File: src/rtl/vc_test_src_pkg.sv
// rtl/vc_test_src_pkg.sv - shared types and helpers for the multi-channel delay source
package vc_test_src_pkg;

  typedef enum logic [1:0] {
    DM_NONE  = 2'd0,
    DM_RAND  = 2'd1,
    DM_FIXED = 2'd2,
    DM_PAUSE = 2'd3
  } delay_mode_e;

  typedef enum logic [1:0] {
    ST_INIT  = 2'd0,
    ST_DELAY = 2'd1,
    ST_SEND  = 2'd2,
    ST_DONE  = 2'd3
  } src_state_e;

  // x^32 + x^22 + x^2 + x + 1 in right-shifting Galois form
  localparam logic [31:0] LFSR_TAPS = 32'h8020_0003;

  function automatic logic [31:0] lfsr_step(input logic [31:0] s);
    return (s >> 1) ^ (s[0] ? LFSR_TAPS : 32'h0);
  endfunction

  function automatic logic [31:0] chan_seed(input logic [31:0] base, input int c);
    logic [31:0] s;
    s = base ^ 32'(c);
    return (s == 32'h0) ? 32'h1 : s;
  endfunction

  // 33-bit modulus so a bound of all-ones yields the raw lfsr value
  function automatic logic [31:0] rand_draw(input logic [31:0] l, input logic [31:0] bound);
    logic [32:0] num;
    logic [32:0] den;
    num = {1'b0, l};
    den = {1'b0, bound} + 33'd1;
    return 32'(num % den);
  endfunction

endpackage

File: src/rtl/vc_test_src_chan.sv
// rtl/vc_test_src_chan.sv - one channel: message memory, delay FSM, counter and LFSR
module vc_test_src_chan
  import vc_test_src_pkg::*;
#(
  parameter int          p_msg_nbits = 1,
  parameter int          p_num_msgs  = 1024,
  parameter logic [31:0] p_seed      = 32'h1
) (
  input  logic                   clk,
  input  logic                   reset,
  input  logic [31:0]            max_delay,
  input  logic [1:0]             delay_mode,
  output logic                   val,
  input  logic                   rdy,
  output logic [p_msg_nbits-1:0] msg,
  output logic                   done
);

  localparam int IW = (p_num_msgs > 1) ? $clog2(p_num_msgs) : 1;

  // Entry-valid flags stand in for the all-X end marker, which two-state simulators cannot see
  logic [p_msg_nbits-1:0] m     [p_num_msgs];
  logic                   m_vld [p_num_msgs];

  task automatic clear_mem();
    for (int i = 0; i < p_num_msgs; i++) m_vld[i] = 1'b0;
  endtask

  task automatic load_entry(input int i, input logic [p_msg_nbits-1:0] v);
    m[i]     = v;
    m_vld[i] = 1'b1;
  endtask

  src_state_e  state;
  logic [31:0] cnt;
  logic [31:0] lfsr;
  logic [IW-1:0] idx;

  delay_mode_e mode;
  logic [31:0] draw;
  logic        has_next;
  logic [IW-1:0] next_idx;
  logic        sched;

  assign mode = delay_mode_e'(delay_mode);

  always_comb begin
    draw = 32'h0;
    case (mode)
      DM_RAND:  draw = rand_draw(lfsr, max_delay);
      DM_FIXED: draw = max_delay;
      default:  draw = 32'h0;
    endcase
  end

  always_comb begin
    next_idx = idx;
    has_next = 1'b0;
    if (state == ST_INIT) begin
      next_idx = '0;
      has_next = m_vld[0];
    end else if (int'(idx) < p_num_msgs - 1) begin
      next_idx = idx + 1'b1;
      has_next = m_vld[next_idx];
    end
  end

  assign sched = (state == ST_INIT) || (state == ST_SEND && rdy);

  always_ff @(posedge clk) begin
    if (reset) begin
      state <= ST_INIT;
      cnt   <= 32'h0;
      idx   <= '0;
      lfsr  <= p_seed;
    end else begin
      lfsr <= lfsr_step(lfsr);
      case (state)
        ST_INIT, ST_SEND: begin
          if (sched) begin
            if (!has_next) begin
              state <= ST_DONE;
            end else begin
              idx <= next_idx;
              if (draw == 32'h0 && mode != DM_PAUSE) begin
                state <= ST_SEND;
              end else begin
                state <= ST_DELAY;
                cnt   <= draw;
              end
            end
          end
        end
        ST_DELAY: begin
          if (mode != DM_PAUSE) begin
            if (cnt > 32'd1) cnt <= cnt - 32'd1;
            else             state <= ST_SEND;
          end
        end
        default: state <= ST_DONE;
      endcase
    end
  end

  assign val  = (state == ST_SEND);
  assign done = (state == ST_DONE);
  assign msg  = m[idx];

endmodule

File: src/rtl/vc_test_multi_delay_source.sv
// rtl/vc_test_multi_delay_source.sv - multi-channel val/rdy test source with run-time delay modes
module vc_test_multi_delay_source
  import vc_test_src_pkg::*;
#(
  parameter int          p_msg_nbits = 1,
  parameter int          p_num_msgs  = 1024,
  parameter int          p_nchan     = 1,
  parameter logic [31:0] p_seed      = 32'hB5AD4ECE
) (
  input  logic                           clk,
  input  logic                           reset,
  input  logic [31:0]                    max_delay,
  input  logic [2*p_nchan-1:0]           delay_mode,
  output logic [p_nchan-1:0]             val,
  input  logic [p_nchan-1:0]             rdy,
  output logic [p_msg_nbits*p_nchan-1:0] msg,
  output logic [p_nchan-1:0]             done,
  output logic                           all_done
);

  for (genvar c = 0; c < p_nchan; c++) begin : g_chan
    vc_test_src_chan #(
      .p_msg_nbits (p_msg_nbits),
      .p_num_msgs  (p_num_msgs),
      .p_seed      (chan_seed(p_seed, c))
    ) u_chan (
      .clk        (clk),
      .reset      (reset),
      .max_delay  (max_delay),
      .delay_mode (delay_mode[2*c +: 2]),
      .val        (val[c]),
      .rdy        (rdy[c]),
      .msg        (msg[c*p_msg_nbits +: p_msg_nbits]),
      .done       (done[c])
    );
  end

  assign all_done = &done;

endmodule

File: config.mk
export PLATFORM = sky130hd
export DESIGN_NAME = vc_test_multi_delay_source
export DESIGN_NICKNAME = d
export VERILOG_FILES = /design/src/rtl/vc_test_src_pkg.sv /design/src/rtl/vc_test_src_chan.sv /design/src/rtl/vc_test_multi_delay_source.sv
export SDC_FILE = /design/constraint.sdc
export NUM_CORES = 1
export LEC_CHECK = 0
export BUFFER_PORTS_ARGS = -buffer_cell sky130_fd_sc_hd__buf_2
export CAP_MARGIN = 30
export CORE_ASPECT_RATIO = 1.75
export CORE_MARGIN = 5
export CORE_UTILIZATION = 30
export CTS_CLUSTER_DIAMETER = 150
export DETAILED_ROUTE_END_ITERATION = 10
export HOLD_SLACK_MARGIN = 0.08
export PLACE_DENSITY_LB_ADDON = 0.25
export SLEW_MARGIN = 15
export SYNTH_ARGS = -nofsm -noshare
export SYNTH_HDL_FRONTEND = slang
export SYNTH_SLANG_ARGS = --single-unit
export TNS_END_PERCENT = 10
File: constraint.sdc
create_clock -name clk -period 3 [get_ports clk]
set_input_delay 0.3 -clock clk [delete_from_list [all_inputs] [get_ports clk]]
set_output_delay 0.3 -clock clk [all_outputs]
set_load 0.02 [all_outputs]
Word-level counts from Yosys, hierarchy flattened
Index checks and enable logic that the tools add are counted.
W data, S select, Z words.

word-level totals
  output and inout port bits = 4
  input port bits = 37
  register bits = 76

cells by class
  equality and inequality tests = 12
  bitwise logic cells = 3
  mux-type cells = 24
  div/mod/pow operators = 1
  reductions and logical operators = 11
  add/sub/neg operators = 3
  magnitude comparators = 4

operators by type and width
  cell                     count
  $mux W32                 6
  $pmux W32 S2             2
  $add A32 B1 Y33 const B  1
  $mod A32 B33 Y33         1
  $gt A32 B1 Y1 const B    1
  $logic_not A32 Y1        1
  $sub A32 B1 Y32 const B  1
  $xor A31 B32 Y32         1
  $ge A11 B11 Y1 const B   2
  $not A10 Y11             2
  $bmux W1 S10             2
  $mux W10                 2
  $add A10 B1 Y10 const B  1
  $lt A10 B10 Y1 const B   1
  $mux W2                  5
  $ne A2 B1 Y1 const B     4
  $eq A2 B2 Y1 const B     3
  $mux W1                  6
  $ne A2 B2 Y1 const B     3
  $reduce_and A6 Y1        1
  $eq A2 B1 Y1 const B     2
  $pmux W2 S2              1
  $reduce_and A4 Y1        1
  $reduce_bool A2 Y1       2
  other kinds (5)          6

Depth between registers and ports, before layout
  depth after elaboration = 10
  gate-level depth with buffers = 12
  gate-level depth less buffers = 11

Cells and area by module
From an unflattened synthesis, not the netlist that was laid out.

unflattened totals
  cell total of the unflattened synthesis = 205
  area, all modules = 1,624.1 µm²

modules (own cells, without submodules)
  module                      times used  cells each  seq. area each (µm²)  area each (µm²)
  vc_test_src_chan            1           204         680.7                 1,616.6
  vc_test_multi_delay_source  1           1           0.0                   7.5

Least setup slack after synthesis
No wires, ideal clock.

  path type = flip-flop to flip-flop
  from = register g_chan[0].u_chan.cnt[2]
  to = register g_chan[0].u_chan.cnt[31]
  path buffers = 0
  clock period less this slack = 2,347 ps
  stages on the path, launching flop included = 11
  arrival time = 2,219 ps
  path slack = 653 ps
  required time = 2,872 ps
  path through = dfxtp_1 > nor3_1 > nand2_1 > nor3_1 > nand3_1 > nor2_1 > nand2_1 > or3_1 > a21oi_1 > xnor2_1 > nor2_1

between the ends
  cells in the longest elaborated chain, start to end = 4
  elaborated cells on any way between the ends = 7
  classes of those cells = add/sub (1); order compare (1); eq/ne (1); mux (3); reduce/logical (1)

ends and longest elaborated chain
  element                 RTL line                source
  from (decl)             vc_test_src_chan.sv:35  logic [31:0] cnt;
  from (signal assigned)  vc_test_src_chan.sv:89  cnt <= draw;
  from (signal assigned)  vc_test_src_chan.sv:96  if (cnt > 32'd1) cnt <= cnt - 32'd1;
  $sub A32 B1 Y32         vc_test_src_chan.sv:96
  $mux W32                vc_test_src_chan.sv:96
  $mux W32                vc_test_src_chan.sv:95  if (mode != DM_PAUSE) begin
  $pmux W32 S2            vc_test_src_chan.sv:78  case (state)

Parallel ways exist; a longest one is shown, timed or not. The select of a mux whose other input is x is not followed.
A chain may end at the register's enable or synchronous reset.

Worst setup path after layout
  from = register g_chan[0].u_chan.cnt[22]
  to = register g_chan[0].u_chan.cnt[16]

between the ends
  cells in the longest elaborated chain, start to end = 3

ends and longest elaborated chain
  element                             RTL line
  $gt A32 B1 Y1                       vc_test_src_chan.sv:96
  $ne A2 B1 Y1 (no source line)       n/a
  $reduce_and A6 Y1 (no source line)  n/a

No other way between the ends.

==> run_summary.xml <==
<?xml version="1.0" encoding="UTF-8"?>
<metrics>
  <group name="run_status">
    <metric name="outcome" unit="">completed</metric>
  </group>
  <group name="power_and_ir_drop">
    <metric name="vdd_ir_drop_max" unit="uV">188.9</metric>
    <metric name="p_clk_share" unit="%">45.2</metric>
    <metric name="sequentialPowerShare" unit="%">51.1</metric>
    <metric name="net-switching-power" unit="mW">0.1966</metric>
    <metric name="combinationalPowerShare" unit="%">3.7</metric>
    <metric name="cellLeakagePower" unit="nW">0.7253</metric>
    <metric name="cellPowerDensity" unit="mW/mm^2">470.4</metric>
    <metric name="sw_frac_of_total" unit="%">22.08</metric>
    <metric name="cellInternalPower" unit="mW">0.6938</metric>
  </group>
  <group name="clock_network">
    <metric name="cts_setup_buffers" unit="">0</metric>
    <metric name="cts-resized-gates" unit="">0</metric>
    <metric name="tritoncts" unit="">yes</metric>
    <metric name="clkTransAtPathRegs" unit="ns">0.07</metric>
    <metric name="clk_path_buf_depth" unit="">2</metric>
    <metric name="clock_sink_count" unit="">34</metric>
    <metric name="cts-htree-levels" unit="">2</metric>
    <metric name="post_cts_hold_buffer_count" unit="">0</metric>
    <metric name="inserted_clock_buffers" unit="">5</metric>
    <metric name="cts_root_buffer" unit="">sky130_fd_sc_hd__clkbuf_8</metric>
    <metric name="worstSkewPairLatency" unit="ns">0.28</metric>
  </group>
  <group name="min_path">
    <metric name="timing.hold.worst.class" unit="">input pin to register</metric>
    <metric name="holdPathStages" unit="">3</metric>
    <metric name="worst_hold_startpoint" unit="">rdy</metric>
    <metric name="hold_path_end" unit="">g_chan[0].u_chan.state[0]</metric>
  </group>
  <group name="synthesis">
    <metric name="syn_area_per_cell" unit="sq um">7.686</metric>
    <metric name="yosysMostFrequentCell" unit="">sky130_fd_sc_hd__nor2_1</metric>
    <metric name="synth-edff-count" unit="">0</metric>
    <metric name="synth_top_area_cell" unit="">sky130_fd_sc_hd__dfxtp_1</metric>
    <metric name="synth_top_flop_cell" unit="">sky130_fd_sc_hd__dfxtp_1</metric>
    <metric name="yosysSeqAreaShare" unit="%">40.81</metric>
    <metric name="netlist_top_cells_area" unit="">sky130_fd_sc_hd__dfxtp_1 (41%), sky130_fd_sc_hd__nor2_1 (7.9%), sky130_fd_sc_hd__xor2_1 (6.8%), sky130_fd_sc_hd__a21oi_1 (6.6%), sky130_fd_sc_hd__o21ai_0 (6.6%)</metric>
    <metric name="synthArstFlopShare" unit="%">0</metric>
    <metric name="ys_ff_latch" unit="">34</metric>
    <metric name="postSynthNetCount" unit="">257</metric>
    <metric name="synth_top_area_share" unit="%">40.81</metric>
    <metric name="netlist-cell-type-count" unit="">28</metric>
    <metric name="leading_cell_types_by_count_after_synthesis" unit="">sky130_fd_sc_hd__nor2_1 (35), sky130_fd_sc_hd__dfxtp_1 (34), sky130_fd_sc_hd__a21oi_1 (22), sky130_fd_sc_hd__o21ai_0 (22), sky130_fd_sc_hd__xor2_1 (13)</metric>
    <metric name="syn_area" unit="sq mm">0.001668</metric>
    <metric name="post_synth_inst_count" unit="">217</metric>
    <metric name="synthesis.yosys.warnings" unit="">2048</metric>
  </group>
  <group name="timing">
    <metric name="rsz0062_at_grt" unit="">false</metric>
    <metric name="worst_slew_slack_as_a_fraction_of_its_limit" unit="%">57.06</metric>
    <metric name="finalCritPeriodShare" unit="%">86.23</metric>
    <metric name="setup_violations" unit="">0</metric>
    <metric name="final_hold_viol_count" unit="">0</metric>
    <metric name="timing_worst_slew_pin_value" unit="ns">0.6442</metric>
    <metric name="hold_ws" unit="ns">0.2503</metric>
    <metric name="timing.clock.skew" unit="ns">0.004296</metric>
    <metric name="setup-tns-final" unit="ns">0</metric>
    <metric name="maxClockFrequency" unit="MHz">386.6</metric>
    <metric name="finalWorstPathRequiredPeriod" unit="ns">2.587</metric>
    <metric name="final-max-slew-violation-count" unit="">0</metric>
  </group>
  <group name="detailed_routing">
    <metric name="detail_route_antenna_nets" unit="">0</metric>
    <metric name="detailroute.via_count" unit="">1457</metric>
    <metric name="detailedRoute.firstPassIterationCount" unit="">4</metric>
    <metric name="routed_wl" unit="um">3745</metric>
    <metric name="via_per_inst" unit="">4.857</metric>
    <metric name="drt_iter0_drc" unit="">58</metric>
    <metric name="wl_per_cell" unit="um">12.48</metric>
    <metric name="route.detailed.drc" unit="">0</metric>
  </group>
  <group name="cells_and_area">
    <metric name="number_of_antenna_diodes" unit="">0</metric>
    <metric name="seq_area" unit="sq um">680.7</metric>
    <metric name="area.growth.synth_to_final" unit="%">13.50</metric>
    <metric name="post_route_cells_drive_above_1_share" unit="%">9.821</metric>
    <metric name="final_net_count" unit="">263</metric>
    <metric name="num-fill-cells" unit="">611</metric>
    <metric name="final_area" unit="sq mm">0.001893</metric>
    <metric name="multi_input_comb_area" unit="sq um">908.4</metric>
  </group>
  <group name="critical_path">
    <metric name="cpMostUsedCell" unit="">sky130_fd_sc_hd__nor2_1</metric>
    <metric name="cell_type_of_the_slowest_stage_on_the_worst_timing_path" unit="">sky130_fd_sc_hd__or4_1</metric>
    <metric name="reg2reg_depth" unit="">9</metric>
    <metric name="critical_path.reg2reg.endpoint" unit="">g_chan[0].u_chan.cnt[16]</metric>
    <metric name="worstPathBufferInverterCount" unit="">0</metric>
    <metric name="timing.critical_path.required" unit="ns">3.16</metric>
    <metric name="worst_setup_path_end_kind" unit="">register</metric>
    <metric name="r2r_setup_slk" unit="ns">0.41</metric>
    <metric name="timing.critical_path.fanout_max" unit="">12</metric>
    <metric name="timing.critical_path.cells" unit="">or4_1 -&gt; nor4_1 -&gt; and3_1 -&gt; a31oi_1 -&gt; nand2b_1 -&gt; nor2_1 -&gt; nand2_1 -&gt; xor2_1 -&gt; nor2_1</metric>
    <metric name="cp_top_family" unit="">simple AND/OR/NAND/NOR gates</metric>
    <metric name="worstSetupStartpointType" unit="">register</metric>
    <metric name="critical_path.reg2reg.startpoint" unit="">g_chan[0].u_chan.cnt[22]</metric>
    <metric name="data_arrival_at_the_endpoint_of_the_critical_path" unit="ns">2.74</metric>
    <metric name="critical-path-max-stage-delay" unit="ns">0.63</metric>
    <metric name="criticalPathCategory" unit="">register to register</metric>
  </group>
  <group name="floorplan">
    <metric name="chipWidth" unit="um">66.37</metric>
    <metric name="core_area" unit="sq mm">0.005495</metric>
    <metric name="floorplan.io_pins" unit="">41</metric>
    <metric name="start_util" unit="%">30.35</metric>
    <metric name="dieArea" unit="sq mm">0.007210</metric>
    <metric name="fp-row-count" unit="">36</metric>
    <metric name="die-height" unit="um">108.6</metric>
  </group>
  <group name="global_routing">
    <metric name="grt_antenna_before_repair" unit="">0</metric>
    <metric name="first_global_vias" unit="">1424</metric>
    <metric name="grt_ovf" unit="">0</metric>
    <metric name="grt_max_degree" unit="">35</metric>
    <metric name="grt_use_total" unit="%">11.46</metric>
    <metric name="grt_pass1_wl" unit="um">6341</metric>
  </group>
  <group name="job">
    <metric name="timing.max_cap.violations" unit="">0</metric>
  </group>
  <group name="placement">
    <metric name="gp_congestion" unit="">0.6959</metric>
    <metric name="placement.io_buffers" unit="">7</metric>
    <metric name="place_area" unit="sq mm">0.001783</metric>
    <metric name="hpwlAfterDp" unit="um">2607</metric>
  </group>
</metrics>
sequential cells by signal, summed over array words and instances (netlist names):
signal,count
g_chan.u_chan.state,2
g_chan.u_chan.cnt,32
worst min-delay path, cell delays in order:
cell and delay (ns):
sky130_fd_sc_hd__buf_2 0.09, sky130_fd_sc_hd__inv_1 0.04, sky130_fd_sc_hd__a211oi_1 0.05
cell families (layout without fill, tap and decap cells):
kind of cell | count (synthesis) | count (layout) | synth area share, %
compound gates | 51 | 51 | 16.35
buf+inv | 19 | 26 | 4.726
other cells | 1 | 1 | 0.2248
simple gates | 91 | 91 | 26.18
fa+ha+maj | 3 | 3 | 2.251
flops | 34 | 34 | 40.81
xor+xnor | 18 | 18 | 9.452
cells in the final DEF (no fill, tap or decap):
| master | netlist | routed |
|---|---|---|
| sky130_fd_sc_hd__xor2_1 | 13 | 13 |
| sky130_fd_sc_hd__buf_2 | 0 | 7 |
| sky130_fd_sc_hd__or2_2 | 1 | 1 |
| sky130_fd_sc_hd__nor4_1 | 9 | 9 |
| sky130_fd_sc_hd__a32oi_1 | 2 | 2 |
| sky130_fd_sc_hd__a21oi_1 | 22 | 22 |
| sky130_fd_sc_hd__xnor2_1 | 5 | 5 |
| sky130_fd_sc_hd__a21o_1 | 1 | 1 |
| sky130_fd_sc_hd__nand2b_1 | 3 | 3 |
| sky130_fd_sc_hd__or3_1 | 8 | 8 |
| sky130_fd_sc_hd__nand3_1 | 4 | 4 |
| sky130_fd_sc_hd__o21ai_0 | 22 | 22 |
| sky130_fd_sc_hd__nor3_1 | 12 | 12 |
| sky130_fd_sc_hd__nand2_1 | 11 | 11 |
| sky130_fd_sc_hd__buf_4 | 2 | 6 |
| sky130_fd_sc_hd__nand4_1 | 1 | 1 |
| sky130_fd_sc_hd__nor2b_1 | 3 | 3 |
| sky130_fd_sc_hd__nor2_1 | 35 | 35 |
| sky130_fd_sc_hd__conb_1 | 1 | 1 |
| sky130_fd_sc_hd__dfxtp_1 | 34 | 34 |
| sky130_fd_sc_hd__ha_1 | 3 | 3 |
| sky130_fd_sc_hd__or4_1 | 2 | 2 |
| sky130_fd_sc_hd__inv_1 | 5 | 5 |
| sky130_fd_sc_hd__and3_1 | 1 | 1 |
| sky130_fd_sc_hd__and2_1 | 1 | 1 |
| sky130_fd_sc_hd__a31oi_1 | 2 | 2 |
| sky130_fd_sc_hd__clkbuf_8 | 0 | 8 |
| sky130_fd_sc_hd__a211oi_1 | 2 | 2 |
worst max path at each step:
stage	from	end	slack (ns)	depth (start not counted)
6_report	g_chan[0].u_chan.cnt[22]	g_chan[0].u_chan.cnt[16]	0.41	9
5_1_grt	g_chan[0].u_chan.cnt[22]	g_chan[0].u_chan.cnt[16]	0.12	9
4_1_cts	g_chan[0].u_chan.cnt[22]	g_chan[0].u_chan.cnt[16]	0.30	9
3_5_place_dp	g_chan[0].u_chan.cnt[22]	g_chan[0].u_chan.cnt[16]	0.31	9
3_3_place_gp	g_chan[0].u_chan.cnt[22]	g_chan[0].u_chan.cnt[16]	0.36	9
2_1_floorplan	g_chan[0].u_chan.cnt[2]	g_chan[0].u_chan.cnt[31]	0.65	10
area by class of cell:
type	count	share of cell area (%)
Inverter	5	0.9914
Clock buffer	8	5.816
Multi-Input combinational cell	164	47.98
Sequential cell	34	35.95
Timing Repair Buffer	13	4.230
Tap cell	76	5.023
stage by stage:
step	setup WS [ns]	instances	total power [mW]	util, %
6_report	0.4132	300	0.8904	34.45
5_1_grt	0.1201	300	0.9247	34.45
4_1_cts	0.3019	300	0.9071	34.45
3_5_place_dp	0.3119	292	0.4992	32.45
3_3_place_gp	0.3551	292	0.4989	32.45
2_1_floorplan	0.6534	217	0.4899	-
power groups by stage:
| stage | registers (mW) | logic (mW) | clock network (mW) |
|---|---|---|---|
| finish | 0.455 | 0.0330 | 0.402 |
| global route | 0.455 | 0.0368 | 0.433 |
| CTS | 0.455 | 0.0337 | 0.419 |
| detailed placement | 0.465 | 0.0337 | 0 |
| global placement | 0.465 | 0.0334 | 0 |
| floorplan | 0.465 | 0.0249 | 0 |
per-layer routing:
| metal | share of wire [%] | GRT usage (%) | vias to the layer above |
|---|---|---|---|
| met1 | 41 | 11.59 | 678 |
| met3 | 2.5 | 2.371 | 4 |
| met5 | 0 | 0 | - |
| li1 | - | - | 755 |
| met4 | 1.8 | 6.686 | 0 |
| met2 | 54 | 20.97 | 20 |
Power figures use the tool's default switching activity.
